===== src/rtl/trig_delayed_pulse_gen.sv =====
// Trigger regeneration: adds a fixed transport delay to received WR timestamps,
// queues the deadlines and emits a fixed-width pulse when local WR time reaches each one.
module trig_delayed_pulse_gen #(
    parameter int g_fifo_depth     = 4,
    parameter int g_delay_cycles   = 2500,
    parameter int g_pulse_width    = 125,
    parameter int g_cycles_per_sec = 125000000
) (
    input  logic        clk_ref_i,
    input  logic        rst_n_i,
    input  logic        tm_time_valid_i,
    input  logic [39:0] tm_tai_i,
    input  logic [27:0] tm_cycles_i,
    input  logic        ts_valid_i,
    input  logic [39:0] ts_tai_i,
    input  logic [27:0] ts_cycles_i,
    output logic        pulse_o,
    output logic        busy_o,
    output logic        overflow_o,
    output logic        missed_o
);

    localparam int AW = $clog2(g_fifo_depth);
    localparam int WW = (g_pulse_width > 1) ? $clog2(g_pulse_width) : 1;
    localparam logic [28:0]   c_delay      = 29'(g_delay_cycles);
    localparam logic [28:0]   c_cps        = 29'(g_cycles_per_sec);
    localparam logic [WW-1:0] c_width_load = WW'(g_pulse_width - 1);
    localparam logic [AW:0]   c_depth      = (AW + 1)'(g_fifo_depth);

    typedef enum logic [1:0] {S_IDLE, S_WAIT, S_PULSE} state_t;

    logic          r_add_valid;
    logic [39:0]   r_add_tai;
    logic [27:0]   r_add_cycles;
    logic [39:0]   r_mem_tai [g_fifo_depth];
    logic [27:0]   r_mem_cyc [g_fifo_depth];
    logic [AW-1:0] r_wr_ptr, r_rd_ptr;
    logic [AW:0]   r_count;
    state_t        r_state;
    logic [WW-1:0] r_width;
    logic          r_pulse, r_busy, r_overflow, r_missed;

    logic [28:0]   w_sum;
    logic [AW:0]   w_count_nxt;
    logic [39:0]   w_head_tai;
    logic [27:0]   w_head_cyc;
    logic          w_full, w_empty, w_push, w_pop;
    logic          w_tai_eq, w_at, w_past, w_check, w_pulse_nxt;

    assign w_sum = {1'b0, ts_cycles_i} + c_delay;

    // NOTE: every sequential block uses non-blocking assignments so all registers
    // update together from values sampled at the same edge.
    always_ff @(posedge clk_ref_i) begin
        if (!rst_n_i) begin
            r_add_valid  <= 1'b0;
            r_add_tai    <= '0;
            r_add_cycles <= '0;
        end else begin
            r_add_valid <= ts_valid_i;
            if (w_sum >= c_cps) begin
                r_add_tai    <= ts_tai_i + 40'd1;
                r_add_cycles <= 28'(w_sum - c_cps);
            end else begin
                r_add_tai    <= ts_tai_i;
                r_add_cycles <= w_sum[27:0];
            end
        end
    end

    // Fullness is taken before any same-cycle pop, so a write into a full queue is dropped.
    assign w_full      = (r_count == c_depth);
    assign w_empty     = (r_count == '0);
    assign w_push      = r_add_valid && !w_full;
    assign w_count_nxt = r_count + (AW + 1)'(w_push) - (AW + 1)'(w_pop);
    assign w_head_tai  = r_mem_tai[r_rd_ptr];
    assign w_head_cyc  = r_mem_cyc[r_rd_ptr];

    // NOTE: the deadline storage is not reset; the count and pointers alone
    // decide which entries are meaningful.
    always_ff @(posedge clk_ref_i) begin
        if (w_push) begin
            r_mem_tai[r_wr_ptr] <= r_add_tai;
            r_mem_cyc[r_wr_ptr] <= r_add_cycles;
        end
    end

    always_ff @(posedge clk_ref_i) begin
        if (!rst_n_i) begin
            r_wr_ptr   <= '0;
            r_rd_ptr   <= '0;
            r_count    <= '0;
            r_overflow <= 1'b0;
            r_busy     <= 1'b0;
        end else begin
            if (w_push) r_wr_ptr <= r_wr_ptr + AW'(1);
            if (w_pop)  r_rd_ptr <= r_rd_ptr + AW'(1);
            r_count    <= w_count_nxt;
            r_overflow <= r_add_valid && w_full;
            r_busy     <= (w_count_nxt != '0) || w_pulse_nxt;
        end
    end

    assign w_tai_eq    = (tm_tai_i == w_head_tai);
    assign w_at        = w_tai_eq && (tm_cycles_i == w_head_cyc);
    assign w_past      = (tm_tai_i > w_head_tai) || (w_tai_eq && (tm_cycles_i > w_head_cyc));
    assign w_check     = (r_state == S_WAIT) && tm_time_valid_i && !w_empty;
    assign w_pop       = w_check && (w_at || w_past);
    assign w_pulse_nxt = (w_check && w_at) || ((r_state == S_PULSE) && (r_width != '0));

    always_ff @(posedge clk_ref_i) begin
        if (!rst_n_i) begin
            r_state  <= S_IDLE;
            r_pulse  <= 1'b0;
            r_missed <= 1'b0;
            r_width  <= '0;
        end else begin
            r_missed <= 1'b0;
            case (r_state)
                S_IDLE: begin
                    if (w_push) r_state <= S_WAIT;
                end
                S_WAIT: begin
                    if (w_check && w_at) begin
                        r_state <= S_PULSE;
                        r_pulse <= 1'b1;
                        r_width <= c_width_load;
                    end else if (w_check && w_past) begin
                        r_missed <= 1'b1;
                        if (w_count_nxt == '0) r_state <= S_IDLE;
                    end
                end
                S_PULSE: begin
                    if (r_width == '0) begin
                        r_pulse <= 1'b0;
                        r_state <= (w_count_nxt != '0) ? S_WAIT : S_IDLE;
                    end else begin
                        r_width <= r_width - WW'(1);
                    end
                end
                default: r_state <= S_IDLE;
            endcase
        end
    end

    assign pulse_o    = r_pulse;
    assign busy_o     = r_busy;
    assign overflow_o = r_overflow;
    assign missed_o   = r_missed;

endmodule


===== config.mk =====
export PLATFORM = sky130hd
export DESIGN_NAME = trig_delayed_pulse_gen
export DESIGN_NICKNAME = d
export VERILOG_FILES = /design/src/rtl/trig_delayed_pulse_gen.sv
export SDC_FILE = /design/constraint.sdc
export NUM_CORES = 1
export LEC_CHECK = 0
export CAP_MARGIN = 30
export CORE_MARGIN = 4
export CORE_UTILIZATION = 30
export CTS_BUF_LIST = sky130_fd_sc_hd__clkbuf_8
export DETAILED_ROUTE_END_ITERATION = 7
export GPL_ROUTABILITY_DRIVEN = 0
export PLACE_DENSITY = 0.5
export SETUP_SLACK_MARGIN = 0.3
export SYNTH_ARGS = -nofsm -noshare
export SYNTH_HDL_FRONTEND = slang
export SYNTH_SLANG_ARGS = --single-unit

===== constraint.sdc =====
create_clock -name clk_ref_i -period 9.6 [get_ports clk_ref_i]
set_input_delay 1.92 -clock clk_ref_i [delete_from_list [all_inputs] [get_ports clk_ref_i]]
set_output_delay 1.92 -clock clk_ref_i [all_outputs]
set_load 0.03 [all_outputs]

==> reports/results.txt <==
Synth top area share - 48.6%
max cap viols - 0
pwr/cell area - 172 mW/mm^2
H-Tree Depth - 2
Longest Clk Path Bufs - 3
Post-Syn Instances - 1247
number of synthesized flops with an enable pin - 272
Reg-to-Reg End - r_state[0]$_SDFFE_PN0P_
DR DRC count - 0
clock sinks - 363
area leader, netlist - edfxtp_1
DP Wirelength - 29000 um
CP max stage delay - 870 ps
routed vias - 10.4k
CTS tree - done
Netlist cell types - 70
CTS root buffer - clkbuf_8
status - complete, no violations
Worst R2R Path Depth - 25
Fin Setup TNS - 0 ps
Routed Antenna Nets - 0
Skew-Pair Late Insertion Delay - 600 ps
Hold Path Class - flop to flop
reg-to-reg setup timing slack - 2710 ps
Die Span X - 245 um
Peak VDD IR - 0.102 mV
met3 WL - 2060 um
WL final - 41700 um
initial DRC count - 588
crit-path most repeated cell - inv_1
post-CTS sizing - 0
vias in the first global route - 10.8k
clock skew - 24.5 ps
Initial Util - 30.4%
area grow syn2layout - 20.7%
async set or reset register ratio after synthesis - 0%
WL met1 - 19600 um
Met2 Wirelength - 19300 um
Leak - 7.27 nW
Post-CTS Setup Bufs - 0
pre-CTS setup slack - 2210 ps
GRT overflow - 0
minimum clock period - 6890 ps
final hold vios - 0
most common cell in the netlist - edfxtp_1
Die ar. - 0.0599 mm^2
Avg WL per Cell - 18.9 um
relative slew slack - 40.8%
syn nets - 1473
Post-Syn Area - 0.0168 mm^2
Slew @ Worst Pin - 879 ps
fmax - 0.145 GHz
final setup margin - 2710 ps
HP Start - r_add_tai[0]$_SDFF_PN0_
Avg Inst Size Synth - 13.5 um^2
Pins Over Slew Limit - 0
#FFs+latches synth - 363
initial antenna violation count - 5
Pwr Total - 3.50 mW
Worst setup SP type - flop
Max stage delay cell, worst path - dfxtp_4
# IOs - 144
cell row count - 86
Synth top cells by count - edfxtp_1 (272), inv_1 (93), dfxtp_1 (91)
layout cells sized above 1 - 12.6%
Tot GR Track Use - 13.8%
post-synthesis sequential area ratio - 59.4%
WHS Endpoint - r_mem_tai[0][0]$_DFFE_PP_
RSZ-0062 raised after global routing - false
DIE HEIGHT - 245 um
worst endpoint data arrival time - 7410 ps
post-DR vias/cell - 4.70
Port Buffer Count - 143
Ys Warns - 0
endpoints failing setup - 0
first-pass detailed-route iteration total - 5
final net count - 1637
first-pass GRT wire length - 64100 um
Worst Setup End Kind - flop
CORE AREA - 0.0553 mm^2
Setup CP Type - flop to flop
CTS Buf Count - 55
top cells by area, synth - edfxtp_1 (49%), dfxtp_1 (11%), mux4_2 (9.1%)
clk slew on worst S/H paths - 70 ps
Worst Hold Path Cells - 0
Critical Path Fanout Max - 38
top layer in use - met5
ys flop type - edfxtp_1
final worst path period share - 71.8%
hold-fix buffers at CTS - 0
largest net degree at the start of global routing - 43
Critical Path RT - 10120 ps
## how the worst max path moves through the flow
stage / slack [ps] / depth (start not counted) / end / from
after floorplan: 3840 / 26 / r_state[0]$_SDFFE_PN0P_ / flop
after global placement: 2460 / 23 / r_state[0]$_SDFFE_PN0P_ / tm_tai_i[18]
after detailed placement: 2210 / 23 / r_state[0]$_SDFFE_PN0P_ / tm_tai_i[22]
after CTS: 2530 / 25 / r_state[0]$_SDFFE_PN0P_ / flop
after global routing: 1980 / 25 / r_state[0]$_SDFFE_PN0P_ / flop
final: 2710 / 25 / r_state[0]$_SDFFE_PN0P_ / flop
## per-layer routing
layer	vias to the layer above	track usage [%]
met5	-	0
met4	2	3.54
met3	51	2.74
met2	190	22.3
met1	5095	19.1
li1	5053	-
## worst max-delay path: cells and delay by family (launching register included)
| family | cells | cell delay (ps) |
|---|---|---|
| adder cells (fa/ha/maj) | 4 | 1020 |
| AND/OR/NAND/NOR | 8 | 2420 |
| multiplexers | 1 | 540 |
| flip-flops | 1 | 870 |
| buffers and inverters | 5 | 840 |
| XOR/XNOR | 2 | 290 |
| AO/OA/AOI/OAI | 5 | 800 |
## layout make-up
type | instances | area (um^2)
timing repair buffer | 154 | 1540
tap | 748 | 936
fill | 5353 | 35000
multi-input combinational | 744 | 6280
antenna | 4 | 10.0
clock inverter | 38 | 273
inverter | 93 | 349
clock buffer | 66 | 908
sequential | 363 | 9990
## registers in the layout, summed over array words and instances (netlist names), 2 cells and up, named ones only
name          flops
r_mem_tai       160
r_mem_cyc       112
r_add_tai        40
r_add_cycles     28
r_width           7
r_count           3
r_rd_ptr          2
r_state           2
r_wr_ptr          2
## logic make-up after synthesis
family,Yosys count,share of synthesized area [%]
fa+ha+maj,86,6.44
flops,363,59.4
buf+inv,140,3.25
compound gates,170,6.68
mux,72,9.35
xor+xnor,75,3.95
simple gates,341,10.9
## power by group
part           internal [mW]  total [mW]  leakage [nW]  switching, mW
sequential              1.76        1.80          3.27         0.0357
clock                  0.735        1.32         0.672          0.588
combinational          0.174       0.378          3.33          0.204
## through the flow
| step | cell area (um^2) | cells | hold WS [ps] | util, % |
|---|---|---|---|---|
| 2_1_floorplan | 16800 | 1247 | 438 | - |
| 6_report | 20300 | 2210 | 469 | 36.7 |
| 3_5_place_dp | 19100 | 2101 | 462 | 34.5 |
| 3_3_place_gp | 19100 | 2101 | 450 | 34.5 |
| 4_1_cts | 20300 | 2205 | 463 | 36.6 |
| 5_1_grt | 20300 | 2207 | 482 | 36.7 |
## cells in the final DEF, fill, tap and decap left out, types with 10 or more instances in the layout
master,count
a21o_1,28
a21oi_1,54
and2_1,19
and3_1,14
clkbuf_8,66
clkdlybuf4s50_1,143
dfxtp_1,89
edfxtp_1,272
ha_1,85
inv_1,110
mux4_2,68
nand2_1,57
nand3_1,24
nand4_1,47
nor2_1,81
nor3_1,17
nor4_1,16
o21ai_0,29
o21bai_1,10
or3_1,12
xnor2_1,43
xor2_1,31
Power figures use the tool's default switching activity.
